$ cat src/rtl/div_sequencer_if.sv
// Request/response bundle between the execute stage and the divide sequencer.
//   master : execute-stage control side (drives the request and flush, sees the response)
//   slave  : the divide sequencer
// Signals:
//   start_i/op_i/rs1_i/rs2_i/rd_i  divide request (op: 00 DIV, 01 DIVU, 10 REM, 11 REMU)
//   flush_i                        branch-unit flush
//   stall_o/busy_o                 pipeline hold / sequencer occupied
//   valid_o/result_o/rd_o          one-cycle result pulse with destination tag
interface div_sequencer_if #(parameter int XLEN = 32);
  logic            start_i;
  logic [1:0]      op_i;
  logic [XLEN-1:0] rs1_i;
  logic [XLEN-1:0] rs2_i;
  logic [4:0]      rd_i;
  logic            flush_i;
  logic            stall_o;
  logic            busy_o;
  logic            valid_o;
  logic [XLEN-1:0] result_o;
  logic [4:0]      rd_o;

  modport master (
    output start_i, op_i, rs1_i, rs2_i, rd_i, flush_i,
    input  stall_o, busy_o, valid_o, result_o, rd_o
  );

  modport slave (
    input  start_i, op_i, rs1_i, rs2_i, rd_i, flush_i,
    output stall_o, busy_o, valid_o, result_o, rd_o
  );
endinterface

$ cat src/rtl/div_sequencer.sv
// Multi-cycle RV32M divide sequencer (DIV/DIVU/REM/REMU) for the execute stage.
// Radix-2 restoring divider, one quotient bit per cycle over 32 CALC cycles,
// result delivered in DONE as a one-cycle valid pulse with its rd tag.
// Ports:
//   clk  rising-edge clock
//   rst  asynchronous active-low reset
//   bus  div_sequencer_if.slave (request, flush, stall/busy, result)
// Build option:
//   DIV_FASTPATH_EN  divide-by-zero and signed overflow skip CALC and finish
//                    one cycle after start; otherwise they take the full path.
module div_sequencer #(
  parameter int XLEN = 32
) (
  input  logic             clk,
  input  logic             rst,
  div_sequencer_if.slave   bus
);

  typedef enum logic [1:0] {IDLE, CALC, DONE} state_t;

  localparam logic [XLEN-1:0] INT_MIN = {1'b1, {(XLEN-1){1'b0}}};

  state_t state_q, state_d;

  logic            is_rem_q;   // REM/REMU: return remainder instead of quotient
  logic [4:0]      rd_q;       // tag of the op in flight
  logic            neg_quo_q;  // quotient needs negation
  logic            neg_rem_q;  // remainder needs negation
  logic            dvz_q;      // divisor was zero
  logic [XLEN-1:0] quo_q;      // dividend shifting out / quotient shifting in
  logic [XLEN:0]   rem_q;      // partial remainder
  logic [XLEN-1:0] div_q;      // divisor magnitude
  logic [4:0]      cnt_q;
  logic [XLEN-1:0] result_q;
  logic [4:0]      rd_out_q;

  // ---------------- request decode ----------------
  logic            is_signed, rs1_neg, rs2_neg, start_ok;
  logic [XLEN-1:0] abs1, abs2;

  assign is_signed = ~bus.op_i[0];
  assign rs1_neg   = is_signed & bus.rs1_i[XLEN-1];
  assign rs2_neg   = is_signed & bus.rs2_i[XLEN-1];
  assign abs1      = rs1_neg ? -bus.rs1_i : bus.rs1_i;
  assign abs2      = rs2_neg ? -bus.rs2_i : bus.rs2_i;
  assign start_ok  = (state_q == IDLE) & bus.start_i & ~bus.flush_i;

  // ---------------- special-case fast path ----------------
  logic            fast_hit;
  logic [XLEN-1:0] fast_res;

`ifdef DIV_FASTPATH_EN
  logic fast_dvz, fast_ovf;
  assign fast_dvz = (bus.rs2_i == '0);
  assign fast_ovf = is_signed & (bus.rs1_i == INT_MIN) & (bus.rs2_i == '1);
  assign fast_hit = fast_dvz | fast_ovf;
  // dvz: quotient all-ones, remainder = dividend; overflow: quotient INT_MIN, remainder 0
  assign fast_res = bus.op_i[1] ? (fast_dvz ? bus.rs1_i : '0)
                                : (fast_dvz ? '1        : INT_MIN);
`else
  assign fast_hit = 1'b0;
  assign fast_res = '0;
`endif

  // ---------------- one restoring step ----------------
  // The extra top bit on the shifted value keeps the trial difference's sign
  // bit clear of the data bits; rem < divisor always holds, so it never wraps.
  logic [XLEN+1:0] shifted, diff;
  logic [XLEN:0]   rem_nx;
  logic [XLEN-1:0] quo_nx;

  assign shifted = {rem_q, quo_q[XLEN-1]};
  assign diff    = shifted - {2'b00, div_q};
  assign rem_nx  = diff[XLEN+1] ? shifted[XLEN:0] : diff[XLEN:0];
  assign quo_nx  = {quo_q[XLEN-2:0], ~diff[XLEN+1]};

  // ---------------- sign correction on the final step ----------------
  // Divide by zero: the unsigned core already yields all-ones / |rs1|; the
  // quotient is forced so signed negation cannot disturb it, and negating
  // |rs1| by the dividend sign reproduces rs1 for the remainder.
  // INT_MIN / -1 falls out naturally: |q| = INT_MIN, signs equal, rem 0.
  logic [XLEN-1:0] quo_fix, rem_fix, calc_res;

  assign quo_fix  = dvz_q ? '1 : (neg_quo_q ? -quo_nx : quo_nx);
  assign rem_fix  = neg_rem_q ? -rem_nx[XLEN-1:0] : rem_nx[XLEN-1:0];
  assign calc_res = is_rem_q ? rem_fix : quo_fix;

  // ---------------- FSM ----------------
  always_ff @(posedge clk or negedge rst) begin
    if (!rst) state_q <= IDLE;
    else      state_q <= state_d;
  end

  always_comb begin
    state_d     = state_q;
    bus.stall_o = 1'b0;
    case (state_q)
      IDLE: begin
        bus.stall_o = start_ok;
        if (start_ok) state_d = fast_hit ? DONE : CALC;
      end
      CALC: begin
        bus.stall_o = 1'b1;
        if (bus.flush_i)         state_d = IDLE;
        else if (cnt_q == 5'd31) state_d = DONE;
      end
      // flush in DONE is ignored: the result predates the branch
      DONE:    state_d = IDLE;
      default: state_d = IDLE;
    endcase
  end

  // ---------------- datapath ----------------
  always_ff @(posedge clk or negedge rst) begin
    if (!rst) begin
      is_rem_q  <= 1'b0;
      rd_q      <= '0;
      neg_quo_q <= 1'b0;
      neg_rem_q <= 1'b0;
      dvz_q     <= 1'b0;
      quo_q     <= '0;
      rem_q     <= '0;
      div_q     <= '0;
      cnt_q     <= '0;
      result_q  <= '0;
      rd_out_q  <= '0;
    end else begin
      case (state_q)
        IDLE: if (start_ok) begin
          is_rem_q  <= bus.op_i[1];
          rd_q      <= bus.rd_i;
          neg_quo_q <= rs1_neg ^ rs2_neg;
          neg_rem_q <= rs1_neg;
          dvz_q     <= (bus.rs2_i == '0);
          quo_q     <= abs1;
          div_q     <= abs2;
          rem_q     <= '0;
          cnt_q     <= '0;
          if (fast_hit) begin
            result_q <= fast_res;
            rd_out_q <= bus.rd_i;
          end
        end
        CALC: if (!bus.flush_i) begin
          rem_q <= rem_nx;
          quo_q <= quo_nx;
          cnt_q <= cnt_q + 5'd1;
          // register the corrected result on the last step so it is
          // stable for the whole DONE cycle and held afterwards
          if (cnt_q == 5'd31) begin
            result_q <= calc_res;
            rd_out_q <= rd_q;
          end
        end
        default: ;
      endcase
    end
  end

  assign bus.busy_o   = (state_q != IDLE);
  assign bus.valid_o  = (state_q == DONE);
  assign bus.result_o = result_q;
  assign bus.rd_o     = rd_out_q;

endmodule

$ cat src/flat_wrapper.sv
// flat-port wrapper written by rule: the top's interface ports become plain ports
module div_sequencer_flat 
#(
  parameter int XLEN = 32
)
  (clk, rst, bus_start_i, bus_op_i, bus_rs1_i, bus_rs2_i, bus_rd_i, bus_flush_i, bus_stall_o, bus_busy_o, bus_valid_o, bus_result_o, bus_rd_o);
  div_sequencer_if #(.XLEN(XLEN)) bus_i ();
  input  logic clk;
  input  logic rst;
  input wire logic [$bits(bus_i.start_i)-1:0] bus_start_i;
  input wire logic [$bits(bus_i.op_i)-1:0] bus_op_i;
  input wire logic [$bits(bus_i.rs1_i)-1:0] bus_rs1_i;
  input wire logic [$bits(bus_i.rs2_i)-1:0] bus_rs2_i;
  input wire logic [$bits(bus_i.rd_i)-1:0] bus_rd_i;
  input wire logic [$bits(bus_i.flush_i)-1:0] bus_flush_i;
  output wire logic [$bits(bus_i.stall_o)-1:0] bus_stall_o;
  output wire logic [$bits(bus_i.busy_o)-1:0] bus_busy_o;
  output wire logic [$bits(bus_i.valid_o)-1:0] bus_valid_o;
  output wire logic [$bits(bus_i.result_o)-1:0] bus_result_o;
  output wire logic [$bits(bus_i.rd_o)-1:0] bus_rd_o;
  assign bus_i.start_i = bus_start_i;
  assign bus_i.op_i = bus_op_i;
  assign bus_i.rs1_i = bus_rs1_i;
  assign bus_i.rs2_i = bus_rs2_i;
  assign bus_i.rd_i = bus_rd_i;
  assign bus_i.flush_i = bus_flush_i;
  assign bus_stall_o = bus_i.stall_o;
  assign bus_busy_o = bus_i.busy_o;
  assign bus_valid_o = bus_i.valid_o;
  assign bus_result_o = bus_i.result_o;
  assign bus_rd_o = bus_i.rd_o;
  div_sequencer #(.XLEN(XLEN)) u_core (.clk(clk), .rst(rst), .bus(bus_i));
endmodule
$ cat config.mk
export PLATFORM = sky130hd
export DESIGN_NAME = div_sequencer_flat
export DESIGN_NICKNAME = d
export VERILOG_FILES = /design/src/rtl/div_sequencer_if.sv /design/src/rtl/div_sequencer.sv /design/src/flat_wrapper.sv
export SDC_FILE = /design/constraint.sdc
export NUM_CORES = 1
export LEC_CHECK = 0
export ABC_CLOCK_PERIOD_IN_PS = 7000
export CAP_MARGIN = 10
export CORE_ASPECT_RATIO = 2
export CORE_MARGIN = 2
export CORE_UTILIZATION = 50
export DETAILED_ROUTE_END_ITERATION = 8
export DONT_BUFFER_PORTS = 1
export GPL_TIMING_DRIVEN = 0
export SLEW_MARGIN = 20
export SYNTH_ARGS = -nofsm -noshare
export SYNTH_HDL_FRONTEND = slang
export SYNTH_SLANG_ARGS = --single-unit
$ cat constraint.sdc
create_clock -name clk -period 7 [get_ports clk]
set_input_delay 1.05 -clock clk [delete_from_list [all_inputs] [get_ports clk]]
set_output_delay 1.05 -clock clk [all_outputs]
set_load 0.05 [all_outputs]
Word-level counts from Yosys, hierarchy flattened
Index checks and enable logic that the tools add are counted.
Operators by class
  $add $sub $neg: 6
  eq/ne operators: 6
  multiplexer cells: 21
  bitwise gates (word level): 8
  reductions and logical operators: 8
Operators with widths (count)
  $mux 32: 8
  $neg 32->32: 4
  $mux 33: 3
  $pmux 33 s2: 1
  $pmux 32 s2: 1
  $sub 34x32->34: 1
  $logic_not 32->1: 1
  $mux 5: 2
  $pmux 5 s2: 1
  $mux 2: 3
  $reduce_and 3->1: 2
  $add 5x1->5 const B: 1
  $eq 5x5->1 const B: 1
  $and 1x1->1: 4
  $pmux 2 s2: 1
  $reduce_and 2->1: 2
  $reduce_bool 2->1: 2
  $ne 3x2->1 const B: 1
  $not 1->1: 3
  $eq 2x1->1 const B: 1
  $eq 2x2->1 const B: 1
  $logic_not 2->1: 1
  $ne 2x1->1 const B: 1
  $ne 2x2->1 const B: 1
  2 further kinds: 2
Word-level totals
  bits in registers: 150
  input port bits: 75
  output and inout bits: 40
  logic and storage cells: 61

Depth between registers and ports, before layout
Gate-level depths: netlist of the first run.
  word-level depth: 6
  gate-level depth with buffers: 24
  depth with buffers taken out: 21

Least setup slack after synthesis of the first run
OpenSTA, ideal clock, no wires.
  path kind: reg2reg
  start: reg u_core.rem_q[14]
  end: reg u_core.result_q[28], in the netlist u_core.bus.result_o[28]
  setup time: 122 ps
  arrival time: 5183 ps
  data required time: 6878 ps
  path slack: 1696 ps
  cell stages (with the launch flop): 21
  buffers on the path: 2
  period minus slack after synthesis: 5304 ps
  cell sequence: dfrtp_1 ha_1 clkbuf_1 and2_1 and3_1 a31oi_1 a31oi_1 nor3_1 nor2_2 inv_2 clkbuf_1 nor2_1 a21oi_1 ha_1 inv_1 a2111oi_0 nor4b_1 a41oi_1 or4_1 mux2_1 a32o_1
On the way
  longest elaborated chain between the ends: 6
  elaborated cells between the ends (all ways): 9
  classes of those cells: add/sub (3); mux (5); bitwise (1)
RTL lines
  from (decl): RTL line div_sequencer.sv:31  | logic [XLEN:0] rem_q;
  from (signal assigned): RTL line div_sequencer.sv:145  | rem_q <= rem_nx;
  $sub 34x32->34: RTL line div_sequencer.sv:73  | assign diff = shifted - {2'b00, div_q};
  $not 1->1: RTL line div_sequencer.sv:75  | assign quo_nx = {quo_q[XLEN-2:0], ~diff[XLEN+1]};
  $neg 32->32: RTL line div_sequencer.sv:84  | assign quo_fix = dvz_q ? '1 : (neg_quo_q ? -quo_nx : quo_nx);
  $mux 32 (2 in series): RTL line div_sequencer.sv:84
  $mux 32 (*): RTL line div_sequencer.sv:86  | assign calc_res = is_rem_q ? rem_fix : quo_fix;
  to (signal assigned): RTL line div_sequencer.sv:140  | result_q <= fast_res;
  to (signal assigned): RTL line div_sequencer.sv:151  | result_q <= calc_res;
  to (decl): RTL line div_sequencer.sv:34  | logic [XLEN-1:0] result_q;
Every way passes the cells marked *; elsewhere a longest branch is shown, timed or not.
A chain may end at the register's enable or synchronous reset.

Final worst setup path of the first run
  start: reg u_core.rem_q[3]
  end: reg u_core.result_q[28], in the netlist u_core.bus.result_o[28]
Same word-level chain as after synthesis.

==> summary.md, run 1 <==
| Metric | Value |
|---|---|
| Outcome | `completed` |
| Met2 routed WL | `between 15000 and 20000 um` |
| Count of vias placed by the detailed router | `roughly 11000` |
| Finish-stage setup viols | `0` |
| Remaining number of nets flagged by the antenna check after routing | `0` |
| Placer congestion estimate | `0.944` |
| Data required, critical path | `about 7.3 ns` |
| Standard-cell row count | `a little under 80` |
| EDFF count, synth | `0` |
| Pleak | `between 5 and 6 nW` |
| Initial standard-cell utilization of the core | `between 50% and 60%` |
| RSZ-0062 raised after global routing | `false` |
| Placed Area | `between 10000 and 15000 um^2` |
| Number of synthesized register bits | `150` |
| Worst hold margin | `approximately 0.29 ns` |
| WL per Instance | `around 22 um` |
| Syn_area_per_cell | `about 7.9 um^2` |
| Vertical extent of the die | `220 um` |
| Post-route clock period utilization | `around 90%` |
| Buffers from clock root to sink, at most | `2` |
| Post-Route M1 WL | `around 16000 um` |
| Number of iterations in the first detailed-routing pass | `5` |
| DIE WIDTH | `approximately 110 um` |
| Total Negative Setup Slacks | `0 ns` |
| Clock skew | `~0.012 ns` |
| Proportion of layout cells with a drive suffix above 1 | `roughly 4.7%` |
| Root buffer cell | `clkbuf_16` |
| Number of warnings printed during yosys synthesis | `0` |
| Routed wl met3 | `between 1500 and 2000 um` |
| Syn Std Cell Area | `11600 um^2` |
| Reg2reg setup slack | `roughly 0.52 ns` |
| Via count of the first global-routing pass | `10833` |
| Final critical-path required period | `~6.5 ns` |
| Layout filler cell count | `approximately 2200` |
| Critical Path End Type | `flop` |
| Placeable core region | `around 23000 um^2` |
| Max Cap Violations | `0` |
| Die area | `around 25000 um^2` |
| TritonCTS buffer count | `17` |
| Port Buffers | `0` |
| Crit path DAT | `6.82 ns` |
| Clock Latency Late Sink | `around 0.46 ns` |
| Largest net degree at the start of global routing | `between 150 and 200` |
| Pre-CTS setup slack | `between 0.04 and 0.05 ns` |
| Path type of the worst setup path | `flop to flop` |
| Worst IR drop on VDD | `between 0.0005 and 0.0006 V` |
| Vias per cell | `6.27` |
| Number of top-level design ports | `~120` |
| Area used by multi-input combinational logic | `between 7000 and 8000 um^2` |
| Share of synthesized area occupied by flip-flops and latches | `32.2%` |
| Storage cell area | `about 3800 um^2` |
| Remaining global-route overflow | `0` |
| Number of unique standard cell types used by synthesis | `85` |
| DRT Wirelength | `around 39000 um` |
| Number of hold violations in the final report | `0` |
| Total clock sinks | `150` |
| Most frequently used flop master after synthesis | `dfrtp_1` |
| ANT cells | `0` |
| Global-route wire length before repair | `between 50000 and 60000 um` |
| Max Freq | `between 0.15 and 0.2 GHz` |
| Worst Setup Slack, final | `0.524 ns` |
| Maximum net fanout on the critical path | `10` |
| Final cell area excluding filler cells | `roughly 13000 um^2` |
| Hold WC Path Type | `input pin to asynchronous set/reset pin` |
| Overall global routing resource usage | `a little under a third` |
| Worst-path clk slew | `approximately 0.06 ns` |
| Post-synthesis cell count | `1470` |
| Synthesis-to-layout area growth | `8.20%` |
| DP HPWL | `30200 um` |
| Deepest level of the CTS H-tree | `4` |
| Async set-reset flop share out of synthesis | `100%` |
| Least-Margin Pin Slew | `0.960 ns` |
| Max Transition Viols Final | `0` |
| Top layer in use | `met4` |
| Worst max-slew margin expressed relative to the limit | `between 30 and 40%` |
| Clock tree from TritonCTS | `yes` |
| Power density relative to cell area | `493 nW/um^2` |
| DRC marker count from the first detailed-route iteration | `between 800 and 900` |
| Startpoint Class | `flop` |
| Nets | `1603` |
| Number of antenna violations at the first check in global routing | `0` |
| Drc violations | `0` |
| Synth Net Count | `1584` |
metal layers:
layer | up-vias | track usage (%)
met5 | - | 0
met4 | 0 | 15.6
met3 | 88 | 5.12
met2 | 331 | 53.1
met1 | 5440 | 37.8
li1 | 5340 | -
cells by family (layout without fill, tap and decap cells):
family	Yosys count	after routing	synth area share (%)
simple gates	493	493	20.0
compound gates	482	482	26.2
xor+xnor	129	129	9.71
fa+ha+maj	39	39	4.26
buf+inv	146	178	4.77
flops	150	150	32.2
mux	31	31	2.86
layout make-up:
type                            instances  share of cell area, %
Sequential cell                       150                   29.8
Tap cell                              283                   2.81
Timing Repair Buffer                    1                 0.0596
Clock buffer                           20                   3.63
Multi-Input combinational cell       1174                   58.4
Clock inverter                         12                  0.934
Inverter                               64                   1.91
Buffer                                 81                   2.48
final timing paths:
check,from,to,cells past startpoint
setup reg to reg,u_core.rem_q[3],u_core.bus.result_o[28],19
hold reg to reg,u_core.rd_q[2],u_core.bus.rd_o[2],2
hold / removal,rst,u_core.div_q[27],0
min in group clk,u_core.rd_q[2],u_core.bus.rd_o[2],2
setup / recovery,u_core.rem_q[3],u_core.bus.result_o[28],19
max in group asynchronous,rst,u_core.rem_q[24],0
power breakdown:
part	switching, mW	internal (mW)	leakage (nW)
Combinational	2.58	1.40	3.25
Sequential	0.258	1.05	1.96
Clock	0.398	0.512	0.282
per-stage QoR:
stage / utilization [%] / total power, mW / instances
floorplan: - / 4.11 / 1470
global placement: 52.1 / 5.18 / 1753
detailed placement: 52.2 / 5.21 / 1754
CTS: 54.7 / 6.15 / 1786
global route: 54.7 / 6.63 / 1785
finish: 54.7 / 6.21 / 1785
flip-flops by register name, summed over array words and instances (netlist names), 2 cells and up:
register / flops
u_core.rem_q: 33
u_core.rd_q: 5
u_core.bus.result_o: 32
u_core.div_q: 32
u_core.quo_q: 32
u_core.cnt_q: 5
u_core.state_q: 2
u_core.bus.rd_o: 5
critical path, cell delays in order, from the launching register on:
cell and delay, ns:
dfrtp_1 0.46, ha_1 0.37, a21o_1 0.21, a31oi_1 0.42, a211o_1 0.26, a31oi_1 0.19, nor3_2 0.68, nor2_2 0.24
inv_2 0.29, clkbuf_2 0.31, nor2_1 0.07, a21oi_1 0.24, ha_1 0.24, inv_1 0.09, a2111oi_0 0.31, nor4b_2 0.46
a41oi_1 0.26, or4_1 0.63, mux2_1 0.36, a32o_1 0.25
cells in the mapped netlist, types with 15 or more instances:
cell / n / area [um^2]
xnor2_1: 71 / 622
a21oi_1: 116 / 581
nor3_1: 25 / 125
o21ai_0: 154 / 771
clkbuf_1: 69 / 259
or3_1: 18 / 113
ha_1: 38 / 475
a31oi_1: 21 / 131
nor2_1: 105 / 394
inv_1: 62 / 233
nand3_1: 17 / 85.1
a21o_1: 31 / 233
o31ai_1: 27 / 203
mux2i_1: 22 / 220
nand2_1: 214 / 803
a221oi_1: 16 / 140
xor2_1: 58 / 508
or4_1: 15 / 113
dfrtp_1: 150 / 3750
what timing repair did:
action / 4_1_cts / 5_1_grt
endpoints found under the setup margin: 1 / 6
resized for setup: 1 / 3
hold endpoints to repair: 0 / 0
hold buffers: 0 / 0
setup buffers: 0 / 0
placed cells by master (no fill, tap or decap), drive strengths merged, types with 16 or more instances in the layout:
cell type	instances
a21o	31
a21oi	117
a221oi	16
a31oi	22
clkbuf	88
dfrtp	150
ha	38
inv	67
mux2i	23
nand2	215
nand3	18
nor2	106
nor3	26
o21ai	162
o31ai	28
or3	18
or4	16
xnor2	71
xor2	58
Power figures use the tool's default switching activity.
==> run 2, diff against run 1 <==
CAP_MARGIN = 20   (was 10)
CORE_MARGIN = 5   (was 2)
GPL_ROUTABILITY_DRIVEN = 0   (was unset)
==> summary.md, run 2 (same netlist as run 1, synthesis figures left out) <==
| Metric | Value |
|---|---|
| Overall global routing resource usage | `30.6% (-0.53 points)` |
| Clock Latency Late Sink | `0.45 ns (about the same)` |
| Final critical-path required period | `6.62 ns (+0.139 ns)` |
| WL per Instance | `23.0 um (+6.6%)` |
| Finish-stage setup viols | `0 (unchanged)` |
| Register bank with the most flops | `u_core.rem_q` |
| Remaining number of nets flagged by the antenna check after routing | `0 (unchanged)` |
| ANT cells | `0 (unchanged)` |
| Max Transition Viols Final | `0 (unchanged)` |
| Least-Margin Pin Slew | `0.980 ns (+0.0203 ns)` |
| Clock tree from TritonCTS | `yes` |
| Reg2reg setup slack | `0.38 ns (-0.14 ns)` |
| Count of vias placed by the detailed router | `11144 (-0.49%)` |
| Power density relative to cell area | `496 nW/um^2 (+0.72%)` |
| RSZ-0062 raised after global routing | `false` |
| Critical path's top delay family | `simple AND/OR/NAND/NOR gates` |
| Endpoint of the worst register-to-register path | `u_core.bus.result_o[24]` |
| Worst-path clk slew | `0.07 ns (about the same)` |
| Number of antenna violations at the first check in global routing | `0 (unchanged)` |
| Placed Instances | `1753 (-0.057%)` |
| Via count of the first global-routing pass | `11388 (+5.1%)` |
| DRC marker count from the first detailed-route iteration | `809 (-8.4%)` |
| Drc violations | `0 (unchanged)` |
| Proportion of layout cells with a drive suffix above 1 | `4.73% (+0.070 points)` |
| Total Negative Setup Slacks | `0 ns (unchanged)` |
| Max Cap Violations | `0 (unchanged)` |
| Most frequent cells in the layout | `214 x nand2_1, 154 x o21ai_0, 150 x dfrtp_1, 116 x a21oi_1, 105 x nor2_1` |
| Worst hold margin | `0.296 ns (+0.00407 ns)` |
| Pleak | `5.51 nW (+0.14%)` |
| Hold WC Path Type | `input pin to asynchronous set/reset pin` |
| Beginning of the worst register-to-register path | `u_core.rem_q[14]` |
| Placed Area | `12000 um^2 (about the same)` |
| Number of hold violations in the final report | `0 (unchanged)` |
| Buffers from clock root to sink, at most | `2 (unchanged)` |
| Max Freq | `0.151 GHz (-2.1%)` |
| Delay of the slowest cell on the worst path | `0.50 ns (-0.18 ns)` |
| Total clock sinks | `150 (unchanged)` |
| Largest net degree at the start of global routing | `151 (unchanged)` |
| Vertical extent of the die | `226 um (+2.7%)` |
| Number of cells on the worst reg-to-reg path | `21 (+2)` |
| Maximum net fanout on the critical path | `19 (+9)` |
| Setup repair bufs after CTS | `0 (unchanged)` |
| TritonCTS buffer count | `17 (unchanged)` |
| Deepest level of the CTS H-tree | `4 (unchanged)` |
| Global-route wire length before repair | `63400 um (+7.3%)` |
| Number of non-filler instances in the completed layout | `1784 (-0.056%)` |
| Startpoint Class | `flop` |
| Clock skew | `0.0117 ns (+0.000173 ns)` |
| Die area | `26600 um^2 (+8.2%)` |
| Outcome | `completed` |
| Crit path buffers/inverters | `4 (+1)` |
| Nets | `1602 (-0.062%)` |
| Crit path max-delay cell type | `dfrtp_1` |
| DIE WIDTH | `118 um (+5.4%)` |
| DP HPWL | `32700 um (+8.3%)` |
| Path type of the worst setup path | `flop to flop` |
| Initial standard-cell utilization of the core | `50.3% (-0.22 points)` |
| Number of top-level design ports | `115 (unchanged)` |
| Worst IR drop on VDD | `0.000309 V (-42%)` |
| Vias per cell | `6.25 (-0.44%)` |
| Worst max-slew margin expressed relative to the limit | `34.5% (-1.4 points)` |
| DRT Wirelength | `41000 um (+6.6%)` |
| Synthesis-to-layout area growth | `8.48%` |
| Standard-cell row count | `79 (unchanged)` |
| Placeable core region | `23100 um^2 (+0.43%)` |
| Critical Path End Type | `flop` |
| Root buffer cell | `clkbuf_16` |
| Number of flip-flops in the largest register | `33 (unchanged)` |
| Most common library cell in the layout ignoring fill and taps | `nand2_1` |
| Data required, critical path | `7.34 ns (about the same)` |
| Crit path DAT | `6.95 ns (+0.13 ns)` |
| Post-route clock period utilization | `94.5% (+2.0 points)` |
| Number of iterations in the first detailed-routing pass | `7 (+2)` |
| Port Buffers | `0 (unchanged)` |
| Remaining global-route overflow | `0 (unchanged)` |
| Worst path cell trace | `ha_1, clkbuf_1, and2_1, nand3_1, a211o_1, a31oi_1, o21a_1, clkbuf_1, nor2_2, inv_4, mux2i_1, ha_1, inv_1, a2111oi_0, nor4b_2, nor4b_1, a31oi_1, nor3_2, nand2_1, mux2i_1, a221o_1` |
| Final cell area excluding filler cells | `12600 um^2 (+0.26%)` |
| Final Power | `6.27 mW (+0.98%)` |
==> run 2: final cells by class <==
cell class	count	area [um^2]
buffer	81	312
clock buffer	18	439
clock inverter	14	161
fill	2270	10500
inverter	64	243
multi-input combinational	1174	7360
sequential	150	3750
tap	283	354
==> run 2: metrics by stage <==
stage	utilization (%)	worst slack, ns
finish	54.6	0.385
detailed placement	51.9	-0.334
CTS	54.5	0.330
global placement	51.9	-0.689
global route	54.6	0.106
floorplan	-	1.70
==> run 2: layer usage <==
metal	share of wire, %	GRT usage, %	vias up	wire (um)
met2	53	56.7	408	21900
met4	8.4	23.4	0	3470
met3	5.1	5.61	125	2100
li1	-	-	5329	-
met1	33	29.4	5282	13600
met5	0	0	-	0
==> run 2: power by group <==
part	switching [mW]	internal (mW)	leakage, nW
sequential	0.243	1.05	1.96
combinational	2.60	1.40	3.25
clock	0.418	0.544	0.296
==> run 2: repair_timing <==
item	4_1_cts	5_1_grt
pin swaps	0	0
gates resized for setup	2	4
hold buffers	0	0
setup endpoints to repair	7	1
cloned	0	0
==> run 2: worst max path at each step <==
stage                     start                      end  cells after the start
2_1_floorplan  u_core.rem_q[14]  u_core.bus.result_o[28]                     20
3_3_place_gp    u_core.div_q[1]  u_core.bus.result_o[24]                     22
3_5_place_dp    u_core.div_q[1]  u_core.bus.result_o[24]                     23
4_1_cts         u_core.div_q[1]  u_core.bus.result_o[24]                     21
5_1_grt        u_core.rem_q[14]  u_core.bus.result_o[24]                     21
6_report       u_core.rem_q[14]  u_core.bus.result_o[24]                     21
==> run 3, diff against run 2 <==
ABC_CLOCK_PERIOD_IN_PS = 8530   (was 7000)
CAP_MARGIN = 10   (was 20)
CORE_UTILIZATION = 60   (was 50)
PLACE_DENSITY = 0.76   (was unset)
clock period = 8.53 ns   (was 7 ns; I/O delays follow)
==> summary.md, run 3 (same netlist as run 1, synthesis figures left out) <==
| Metric | Value |
|---|---|
| Outcome | `completed` |
| Beginning of the worst register-to-register path | `u_core.div_q[1]` |
| ANT cells | `0 (unchanged)` |
| Part of the total power dissipated in the clock network | `15.2% (-0.2 points)` |
| Max Freq | `0.135 GHz (-10%)` |
| Combinational power share | `63.8% (-0.2 points)` |
| Remaining number of nets flagged by the antenna check after routing | `0 (unchanged)` |
| Maximum net fanout on the critical path | `10 (-9)` |
| P_sw | `2.63 mW (-19%)` |
| Number of antenna violations at the first check in global routing | `0 (unchanged)` |
| Die area | `22500 um^2 (-16%)` |
| Overall global routing resource usage | `35.3% (+4.7 points)` |
| Crit path DAT | `7.71 ns (+0.76 ns)` |
| Number of top-level design ports | `115 (unchanged)` |
| Final critical-path required period | `7.38 ns (+0.766 ns)` |
| Post-route clock period utilization | `86.5% (-8.0 points)` |
| Drc violations | `0 (unchanged)` |
| Critical Path End Type | `flop` |
| Path type of the worst setup path | `flop to flop` |
| Largest net degree at the start of global routing | `151 (unchanged)` |
| Standard-cell row count | `72 (-8.9%)` |
| Reg2reg setup slack | `1.15 ns (+0.76 ns)` |
| Clock skew | `0.0109 ns (-0.000811 ns)` |
| Number of flip-flops in the largest register | `33 (unchanged)` |
| Switch share | `51.8% (-0.34 points)` |
| Worst max-slew margin expressed relative to the limit | `36.5% (+2.0 points)` |
| Worst IR drop on VDD | `0.000210 V (-32%)` |
| Count of vias placed by the detailed router | `11467 (+2.9%)` |
| Power density relative to cell area | `404 nW/um^2 (-19%)` |
| Deepest level of the CTS H-tree | `4 (unchanged)` |
| Storage cell area | `3750 um^2 (unchanged)` |
| Number of iterations in the first detailed-routing pass | `5 (-2)` |
| Clock tree from TritonCTS | `yes` |
| Total Negative Setup Slacks | `0 ns (unchanged)` |
| Initial standard-cell utilization of the core | `60.7% (+10 points)` |
| DIE WIDTH | `108 um (-8.0%)` |
| Setup repair bufs after CTS | `0 (unchanged)` |
| Number of non-filler instances in the completed layout | `1760 (-1.3%)` |
| Synthesis-to-layout area growth | `7.95%` |
| Proportion of layout cells with a drive suffix above 1 | `4.40% (-0.33 points)` |
| RSZ-0062 raised after global routing | `false` |
| TritonCTS buffer count | `17 (unchanged)` |
| Final Power | `5.08 mW (-19%)` |
| Utilization of the core after routing | `65.5% (+11 points)` |
| Placeable core region | `19200 um^2 (-17%)` |
| Root buffer cell | `clkbuf_16` |
| WL per Instance | `21.9 um (-4.8%)` |
| Total clock sinks | `150 (unchanged)` |
| Number of hold buffers added after CTS | `0 (unchanged)` |
| Finish-stage setup viols | `0 (unchanged)` |
| Most common library cell in the layout ignoring fill and taps | `nand2_1` |
| Hold WC Path Type | `flop to flop` |
| Area used by multi-input combinational logic | `7340 um^2 (-0.32%)` |
| Worst-path clk slew | `0.07 ns (about the same)` |
| Number of cells on the worst reg-to-reg path | `23 (+9.5%)` |
| Endpoint of the worst register-to-register path | `u_core.bus.result_o[24]` |
| Worst hold margin | `0.465 ns (+0.169 ns)` |
| DRC marker count from the first detailed-route iteration | `920 (+14%)` |
| Clock Latency Late Sink | `0.45 ns (about the same)` |
| Post-cts repair resize count | `0 (-2)` |
| Register bank with the most flops | `u_core.rem_q` |
| Vertical extent of the die | `207 um (-8.3%)` |
| Via count of the first global-routing pass | `11563 (+1.5%)` |
| Buffers from clock root to sink, at most | `2 (unchanged)` |
| Layout filler cell count | `1704 (-25%)` |
| Sequential cell fraction of total power | `21.0% (+0.3 points)` |
| Nets | `1603 (+0.062%)` |
| Most frequent cells in the layout | `214 x nand2_1, 154 x o21ai_0, 150 x dfrtp_1, 116 x a21oi_1, 105 x nor2_1` |
| Max Transition Viols Final | `0 (unchanged)` |
| DP HPWL | `30100 um (-7.9%)` |
| Pint | `2.45 mW (-18%)` |
| DRT Wirelength | `38500 um (-6.1%)` |
| Port Buffers | `0 (unchanged)` |
| Remaining global-route overflow | `0 (unchanged)` |
| Data required, critical path | `8.86 ns (+1.52 ns)` |
| Startpoint Class | `flop` |
| Vias per cell | `6.52 (+4.3%)` |
| Pleak | `5.49 nW (-0.29%)` |
| Least-Margin Pin Slew | `0.951 ns (-0.0293 ns)` |
| Max Cap Violations | `0 (unchanged)` |
| Worst Setup EP | `u_core.bus.result_o[24]` |
| Number of hold violations in the final report | `0 (unchanged)` |
| CP Launch Point | `u_core.div_q[1]` |
| Global-route wire length before repair | `60400 um (-4.7%)` |
| Placed Instances | `1729 (-1.4%)` |
[run 3: final cells by class]
class / instances / area share, %
Buffer: 82 / 2.51
Sequential cell: 150 / 29.9
Multi-Input combinational cell: 1174 / 58.4
Clock inverter: 14 / 1.32
Inverter: 64 / 1.91
Clock buffer: 17 / 3.39
Tap cell: 259 / 2.58
[run 3: how the worst min path moves through the flow]
stage	from	slack [ns]	depth (start not counted)	to
2_1_floorplan	u_core.rd_q[0]	0.44	2	u_core.bus.rd_o[0]
4_1_cts	u_core.rd_q[2]	0.47	2	u_core.bus.rd_o[2]
5_1_grt	u_core.rd_q[4]	0.50	2	u_core.bus.rd_o[4]
3_5_place_dp	u_core.rd_q[2]	0.45	2	u_core.bus.rd_o[2]
6_report	u_core.rd_q[2]	0.46	2	u_core.bus.rd_o[2]
3_3_place_gp	u_core.rd_q[0]	0.44	2	u_core.bus.rd_o[0]
[run 3: worst max-delay path, stage by stage, from the launching register on]
cell and delay, ns:
dfrtp_1 0.34, inv_1 0.14, ha_1 0.32, nor2b_1 0.20, o2111ai_1 0.38, a211o_1 0.46, a31oi_1 0.42, o21a_1 0.16
clkbuf_1 0.44, nor2_2 0.21, inv_2 0.30, clkbuf_1 0.50, nor2_1 0.08, a21oi_1 0.25, ha_1 0.25, inv_1 0.09
a2111oi_0 0.34, nor4b_1 0.59, nor4b_1 0.42, a31oi_1 0.25, nor3_1 0.48, nand2_1 0.13, mux2i_1 0.16, a221o_1 0.34
[run 3: power groups by stage]
stage          Clock, mW  Combinational, mW  Sequential [mW]
2_1_floorplan          0               2.37             1.00
3_3_place_gp           0               3.08             1.06
3_5_place_dp           0               3.11             1.07
4_1_cts            0.776               3.15             1.06
5_1_grt            0.805               3.51             1.08
6_report           0.773               3.24             1.07
[run 3: routing by layer]
layer | vias up | track usage [%] | wire length [um]
met5 | - | 0 | 0
met4 | 0 | 31.1 | 3840
li1 | 5349 | - | -
met1 | 5385 | 34.1 | 12300
met3 | 184 | 7.66 | 2630
met2 | 549 | 61.9 | 19800
[run 3: stage by stage]
stage          worst slack (ns)  cell area [um^2]
2_1_floorplan              3.23             11600
3_3_place_gp               1.19             12000
3_5_place_dp               1.43             12000
4_1_cts                    1.39             12600
5_1_grt                   0.891             12600
6_report                   1.15             12600
